[src/rtl/mem_stage.sv]
// mem_stage: pipeline memory stage with a two-state data-memory access FSM.
// Holds the M register (execute-stage fields), performs one data-memory
// request/acknowledge handshake per load or store, back-pressures the
// upstream while waiting, and produces the W register for writeback.
// Optional feature: define MEM_TIMEOUT_EN to abort an access that is not
// acknowledged within TIMEOUT_CYCLES stalled cycles; dm_timeout is tied to 0
// otherwise.
module mem_stage #(
    parameter int TIMEOUT_CYCLES = 16,
    parameter int DATA_W         = 64
) (
    input  logic              clk,
    input  logic              reset,
    input  logic              valid_E,
    input  logic              Branch_E,
    input  logic              MemRead_E,
    input  logic              MemWrite_E,
    input  logic              RegWrite_E,
    input  logic              MemtoReg_E,
    input  logic              zero_E,
    input  logic [DATA_W-1:0] aluResult_E,
    input  logic [DATA_W-1:0] writeData_E,
    input  logic [DATA_W-1:0] PCBranch_E,
    input  logic [4:0]        rd_E,
    output logic              stall_M,
    output logic              PCSrc_M,
    output logic [DATA_W-1:0] PCBranch_M,
    output logic              dm_req,
    output logic              dm_we,
    output logic [DATA_W-1:0] dm_addr,
    output logic [DATA_W-1:0] dm_wdata,
    input  logic              dm_ack,
    input  logic [DATA_W-1:0] dm_rdata,
    output logic              valid_W,
    output logic              RegWrite_W,
    output logic              MemtoReg_W,
    output logic [4:0]        rd_W,
    output logic [DATA_W-1:0] readData_W,
    output logic [DATA_W-1:0] aluResult_W,
    output logic              dm_timeout
);

    typedef enum logic {IDLE, ACCESS} state_t;

    state_t            state;
    logic              valid_M, Branch_M, MemRead_M, MemWrite_M;
    logic              RegWrite_M, MemtoReg_M, zero_M;
    logic [DATA_W-1:0] aluResult_M, writeData_M;
    logic [4:0]        rd_M;

    logic in_access;
    logic mem_op_E;
    logic mem_op_M;
    logic to_hit;

    assign in_access = (state == ACCESS);
    // A store takes priority when both read and write flags are set.
    assign mem_op_E  = valid_E & (MemRead_E | MemWrite_E);
    assign mem_op_M  = valid_M & (MemRead_M | MemWrite_M);

`ifdef MEM_TIMEOUT_EN
    localparam logic [7:0] TO_LIMIT = 8'(TIMEOUT_CYCLES);
    logic [7:0] to_cnt;

    // An unanswered access is forced to complete once the limit is reached;
    // a real ack arriving in that same cycle still wins.
    assign to_hit = in_access & ~dm_ack & (to_cnt == TO_LIMIT);

    // Count stalled ACCESS cycles; cleared whenever the stage advances.
    always_ff @(posedge clk or negedge reset) begin
        if (!reset)
            to_cnt <= '0;
        else if (!stall_M)
            to_cnt <= '0;
        else
            to_cnt <= to_cnt + 8'd1;
    end

    // Sticky timeout flag, cleared only by reset.
    always_ff @(posedge clk or negedge reset) begin
        if (!reset)
            dm_timeout <= 1'b0;
        else if (to_hit)
            dm_timeout <= 1'b1;
    end
`else
    assign to_hit     = 1'b0;
    assign dm_timeout = 1'b0;
`endif

    // Stall only while waiting; the ack cycle itself lets the next op in.
    assign stall_M = in_access & ~dm_ack & ~to_hit;

    assign dm_req   = in_access & mem_op_M;
    assign dm_we    = in_access & MemWrite_M;
    assign dm_addr  = aluResult_M;
    assign dm_wdata = writeData_M;

    assign PCSrc_M  = valid_M & Branch_M & zero_M;

    // Access FSM: enter ACCESS whenever a memory op is captured into M.
    always_ff @(posedge clk or negedge reset) begin
        if (!reset)
            state <= IDLE;
        else if (!stall_M)
            state <= mem_op_E ? ACCESS : IDLE;
    end

    // M register: captures execute-stage fields whenever not stalled.
    always_ff @(posedge clk or negedge reset) begin
        if (!reset) begin
            valid_M     <= 1'b0;
            Branch_M    <= 1'b0;
            MemRead_M   <= 1'b0;
            MemWrite_M  <= 1'b0;
            RegWrite_M  <= 1'b0;
            MemtoReg_M  <= 1'b0;
            zero_M      <= 1'b0;
            aluResult_M <= '0;
            writeData_M <= '0;
            PCBranch_M  <= '0;
            rd_M        <= '0;
        end else if (!stall_M) begin
            valid_M     <= valid_E;
            Branch_M    <= Branch_E;
            MemRead_M   <= MemRead_E;
            MemWrite_M  <= MemWrite_E;
            RegWrite_M  <= RegWrite_E;
            MemtoReg_M  <= MemtoReg_E;
            zero_M      <= zero_E;
            aluResult_M <= aluResult_E;
            writeData_M <= writeData_E;
            PCBranch_M  <= PCBranch_E;
            rd_M        <= rd_E;
        end
    end

    // W register: bubble while stalled, otherwise retire the M contents.
    always_ff @(posedge clk or negedge reset) begin
        if (!reset) begin
            valid_W     <= 1'b0;
            RegWrite_W  <= 1'b0;
            MemtoReg_W  <= 1'b0;
            rd_W        <= '0;
            readData_W  <= '0;
            aluResult_W <= '0;
        end else if (stall_M) begin
            valid_W     <= 1'b0;
        end else begin
            valid_W     <= valid_M;
            RegWrite_W  <= RegWrite_M & ~to_hit;
            MemtoReg_W  <= MemtoReg_M;
            rd_W        <= rd_M;
            aluResult_W <= aluResult_M;
            readData_W  <= (in_access & ~MemWrite_M & ~to_hit) ? dm_rdata : '0;
        end
    end

endmodule

[config.mk]
export PLATFORM = sky130hd
export DESIGN_NAME = mem_stage
export DESIGN_NICKNAME = d
export VERILOG_FILES = /design/src/rtl/mem_stage.sv
export SDC_FILE = /design/constraint.sdc
export NUM_CORES = 1
export LEC_CHECK = 0
export CAP_MARGIN = 10
export CORE_AREA = 2 2 237 239
export CTS_BUF_LIST = sky130_fd_sc_hd__clkbuf_4
export CTS_CLUSTER_DIAMETER = 30
export DETAILED_ROUTE_END_ITERATION = 7
export DIE_AREA = 0 0 239 241
export DONT_BUFFER_PORTS = 1
export PLACE_DENSITY_LB_ADDON = 0.1
export SYNTH_ARGS = -nofsm -noshare
export SYNTH_HDL_FRONTEND = slang
export SYNTH_SLANG_ARGS = --single-unit
[constraint.sdc]
create_clock -name clk -period 2.9 [get_ports clk]
set_clock_uncertainty 0.1 [all_clocks]
set_input_delay 0.58 -clock clk [delete_from_list [all_inputs] [get_ports clk]]
set_output_delay 0.58 -clock clk [all_outputs]
set_load 0.01 [all_outputs]
==> results by group, run 1 <==
Yosys
  • Cell taking the most area after synthesis: dfrtp_1
  • Synth area leaders: dfrtp_1 67%, mux2_2 24%, a32o_1 5.0%, buf_6 2.8%, buf_8 0.47%
  • Ys flop type: dfrtp_1
  • Distinct cells, synth: 18
  • Count of state elements after synthesis: 341
  • Syn. warnings: 0
  • Count leader, synth: dfrtp_1
  • Cells after Synth: 743
  • Async S/R FF share, synth: 100%
  • Mapped Area: 12800 um2
  • Synthesized Nets: 1014
  • Number of flops mapped to enable cells by yosys: 0
  • Sequential-to-total area share from yosys stat: 66.6%
  • Syn Area/Cell: 17.3 um2
  • Top cell type's share of synthesized area: 66.6%
  • Synth top cells by count: 341 x dfrtp_1, 275 x mux2_2, 64 x a32o_1, 32 x buf_6, 11 x clkbuf_1

Status
  • Run status: aborted with a tool error
  • Failed at: clock tree synthesis
  • Stop err: [ERROR RSZ-0060] Max buffer count reached.

Clock tree
  • CTS Sinks: 341
  • Post_cts resized: 0
  • Cts hold-fix bufs: 316
  • Buffers from clock root to sink, at most: 3
  • Number of setup buffers added after CTS: 0
  • Htree depth: 3
  • Root Driver: clkbuf_4
  • CTS Buf Count: 100

Die
  • Number of cell rows: 86
  • Die height: 241 um
  • Ports: 604
  • Initial core utilization: 23.4%
  • Die Width: 239 um

Placed design
  • Port bufs: 0
  • Post-DP HPWL: 26.0 mm
  • GPL Wtd Cong: 0.745
-- cell families after synthesis --
family | share of synthesized area, %
mux | 24.2
flops | 66.6
other cells | 0.0293
compound gates | 5.11
simple gates | 0.273
buf+inv | 3.86
-- per-stage QoR --
stage | std cells | worst slack [ns] | util, % | hold WS [ns] | instance area (um2)
2_1_floorplan | 743 | 0.952 | - | 0.184 | 12800
3_3_place_gp | 1409 | 0.751 | 24.4 | 0.196 | 13400
3_5_place_dp | 1409 | 0.712 | 24.4 | 0.193 | 13400
==> run 2: changes to the inputs <==
--- a/config.mk
+++ b/config.mk
@@ -7,12 +7,10 @@
 export LEC_CHECK = 0
 export CAP_MARGIN = 10
 export CORE_AREA = 2 2 237 239
-export CTS_BUF_LIST = sky130_fd_sc_hd__clkbuf_4
-export CTS_CLUSTER_DIAMETER = 30
 export DETAILED_ROUTE_END_ITERATION = 7
 export DIE_AREA = 0 0 239 241
 export DONT_BUFFER_PORTS = 1
-export PLACE_DENSITY_LB_ADDON = 0.1
+export PLACE_DENSITY_LB_ADDON = 0.15
 export SYNTH_ARGS = -nofsm -noshare
 export SYNTH_HDL_FRONTEND = slang
 export SYNTH_SLANG_ARGS = --single-unit
==> results by group, run 2 <==
Status
  • Run status: finished with violations
  • Violated checks: negative hold slack

Layout
  • Commonest non-fill, non-tap cell in the layout: dfrtp_1
  • Most frequent cells in the layout: 341 x dfrtp_1, 275 x mux2_2, 64 x a32o_1
  • NumNets Final: 1015
  • Fillers: 5597
  • Fin area: 14700 um2
  • Area added between synthesis and finish: 14.6%
  • Share of cells above drive strength 1: 45.4%

Clock tree
  • Post_cts resized: 0 (unchanged)
  • CTS Buf Count: 41 (-59%)
  • CTS tree: yes
  • Htree depth: 2 (-1)
  • Clock Latency Late Sink: 0.54 ns
  • Number of setup buffers added after CTS: 0 (unchanged)
  • CTS Sinks: 341 (unchanged)
  • CTS clk-pin slew, worst paths: 0.06 ns
  • Buffers from clock root to sink, at most: 3 (unchanged)
  • Root Driver: clkbuf_16

GRT
  • Tot GR Track Use: 11.2%
  • Vias in the first global route: 7063
  • Pin count of the biggest net entering global routing: 342
  • Overflow after GRT: 0
  • First-pass GRT wire length: 48.1 mm
  • Antenna violations before repair: 4

Yosys
  • Cells after Synth: 743 (unchanged)
  • Syn Area/Cell: 17.3 um2 (unchanged)
  • Number of flops mapped to enable cells by yosys: 0 (unchanged)
  • Sequential-to-total area share from yosys stat: 66.6% (unchanged)
  • Async S/R FF share, synth: 100% (unchanged)
  • Count of state elements after synthesis: 341 (unchanged)
  • Synthesized Nets: 1014 (unchanged)
  • Distinct cells, synth: 18 (unchanged)
  • Ys flop type: dfrtp_1
  • Top cell type's share of synthesized area: 66.6% (unchanged)
  • Mapped Area: 12800 um2 (unchanged)
  • Count leader, synth: dfrtp_1
  • Cell taking the most area after synthesis: dfrtp_1
  • Syn. warnings: 0 (unchanged)
  • Synth top cells by count: 341 x dfrtp_1, 275 x mux2_2, 64 x a32o_1, 32 x buf_6, 11 x clkbuf_1
  • Synth area leaders: dfrtp_1 67%, mux2_2 24%, a32o_1 5.0%, buf_6 2.8%, buf_8 0.47%

Die
  • Number of cell rows: 86 (unchanged)
  • Core area: 54900 um2
  • Die height: 241 um (unchanged)
  • Ports: 604 (unchanged)
  • Die Width: 239 um (unchanged)
  • Die area: 57600 um2
  • Initial core utilization: 23.4% (unchanged)

STA
  • Period utilization: 79.5%
  • Setup TNS: 0 ns
  • Max Freq: 0.433 GHz
  • Count of final max-slew check failures: 0
  • Final Hold Vio Count: 341
  • RSZ-0062 raised after global routing: false
  • Slew Limit Headroom: 49.3%
  • Setup Viol. Count Final: 0
  • Hold WS: -0.369 ns
  • Clock period minus worst slack: 2.31 ns
  • Tightest Pin Transition: 0.760 ns

Route
  • DRT antenna net count: 0
  • WL per Instance: 23.2 um
  • Vias post-DR: 6449
  • Drt drc: 0
  • TritonRoute pass-1 iters: 4
  • Drt first-iter violations: 245
  • Post-DR vias/cell: 4.36
  • Total wire length: 34.3 mm

Power
  • Pleak: 6.03 nW
  • VDD IR max: 310 uV
  • PwrDens: 792 nW/um2

Setup path
  • Critical path data required time: 2.22 ns
  • CP max FO: 41
  • R2r setup slk: 1.08 ns
  • Worst path cell trace: nand2b_1 -> inv_8 -> buf_12
  • Critical Path Slowest Stage Cell: dfrtp_1
  • Crit path DAT: 1.63 ns
  • CP Class: flop to primary output
  • Critical path's largest stage delay: 0.38 ns
  • Startpoint types: flop
  • Crit. End Element: primary output

Job
  • Max Cap Viol: 0

Placed design
  • Placed Area: 13400 um2 (about the same)
  • Post-DP HPWL: 24.6 mm (-5.6%)
  • GPL Wtd Cong: 0.724 (-2.9%)
  • Port bufs: 0 (unchanged)

Worst hold path
  • HP Class: input pin to async pin
run 2: cell counts after synthesis:
No cell type changed its count.
run 2: worst paths after layout:
kind	startpoint	endpoint	cells past startpoint
min in group clk	valid_E	in_access$_DFFE_PN0N_	2
hold reg to reg	zero_M$_DFFE_PN0N_	zero_M$_DFFE_PN0N_	1
hold / removal	reset	PCBranch_M[59]$_DFFE_PN0N_	0
max in group asynchronous	reset	rd_W[3]$_DFFE_PN0N_	0
setup / recovery	in_access$_DFFE_PN0N_	stall_M	3
setup reg to reg	in_access$_DFFE_PN0N_	PCBranch_M[0]$_DFFE_PN0N_	4
run 2: critical path, delay by kind of cell (launching register included):
kind	cells	cell delay (ns)
buffers and inverters	2	0.52
flip-flops	1	0.38
AND/OR/NAND/NOR	1	0.16
run 2: per-stage QoR:
stage | cells | hold WS [ns] | power (mW) | setup slack, ns | util [%]
final | 1478 | -0.369 | 11.6 | 0.593 | 26.8
after global routing | 1477 | -0.416 | 12.2 | 0.466 | 26.8
after CTS | 1475 | -0.421 | 11.9 | 0.526 | 26.8
after detailed placement | 1405 | 0.194 | 6.80 | 0.800 | 24.4
after global placement | 1405 | 0.194 | 6.79 | 0.813 | 24.4
after floorplan | 743 | 0.184 | 6.53 | 0.952 | -
run 2: where the power goes:
part	total [mW]	switching [mW]	internal, mW	leakage (nW)
Sequential	5.92	0.664	5.25	4.10
Combinational	0.762	0.286	0.476	1.28
Clock	4.96	1.98	2.98	0.651
Total	11.6	2.93	8.71	6.03
run 2: area by class of cell:
| cell class | count | area, um2 | area share (%) |
|---|---|---|---|
| Tap cell | 704 | 881 | 6.00 |
| Inverter | 1 | 11.3 | 0.0767 |
| Clock inverter | 11 | 83.8 | 0.571 |
| Sequential cell | 341 | 8530 | 58.1 |
| Multi-Input combinational cell | 348 | 3800 | 25.9 |
| Clock buffer | 59 | 1220 | 8.28 |
| Timing Repair Buffer | 11 | 158 | 1.07 |
| Antenna cell | 3 | 7.51 | 0.0511 |
run 2: cells by family (layout without fill, tap and decap cells):
group	Yosys count	count (layout)	share of synthesized area (%)
buffers and inverters	54	82	3.86
AND/OR/NAND/NOR	6	6	0.273
other	1	4	0.0293
AO/OA/AOI/OAI	66	66	5.11
flip-flops	341	341	66.6
multiplexers	275	275	24.2
run 2: layer usage:
metal  up-vias  track usage [%]  routed length, um
met5         -                0                 13
met4         2             4.58                969
met3        61             5.38               3840
met2       337             19.8              18100
met1      3332             11.3              11300
li1       2717                -                  -
No activity file was read; power rests on OpenSTA's default activity.
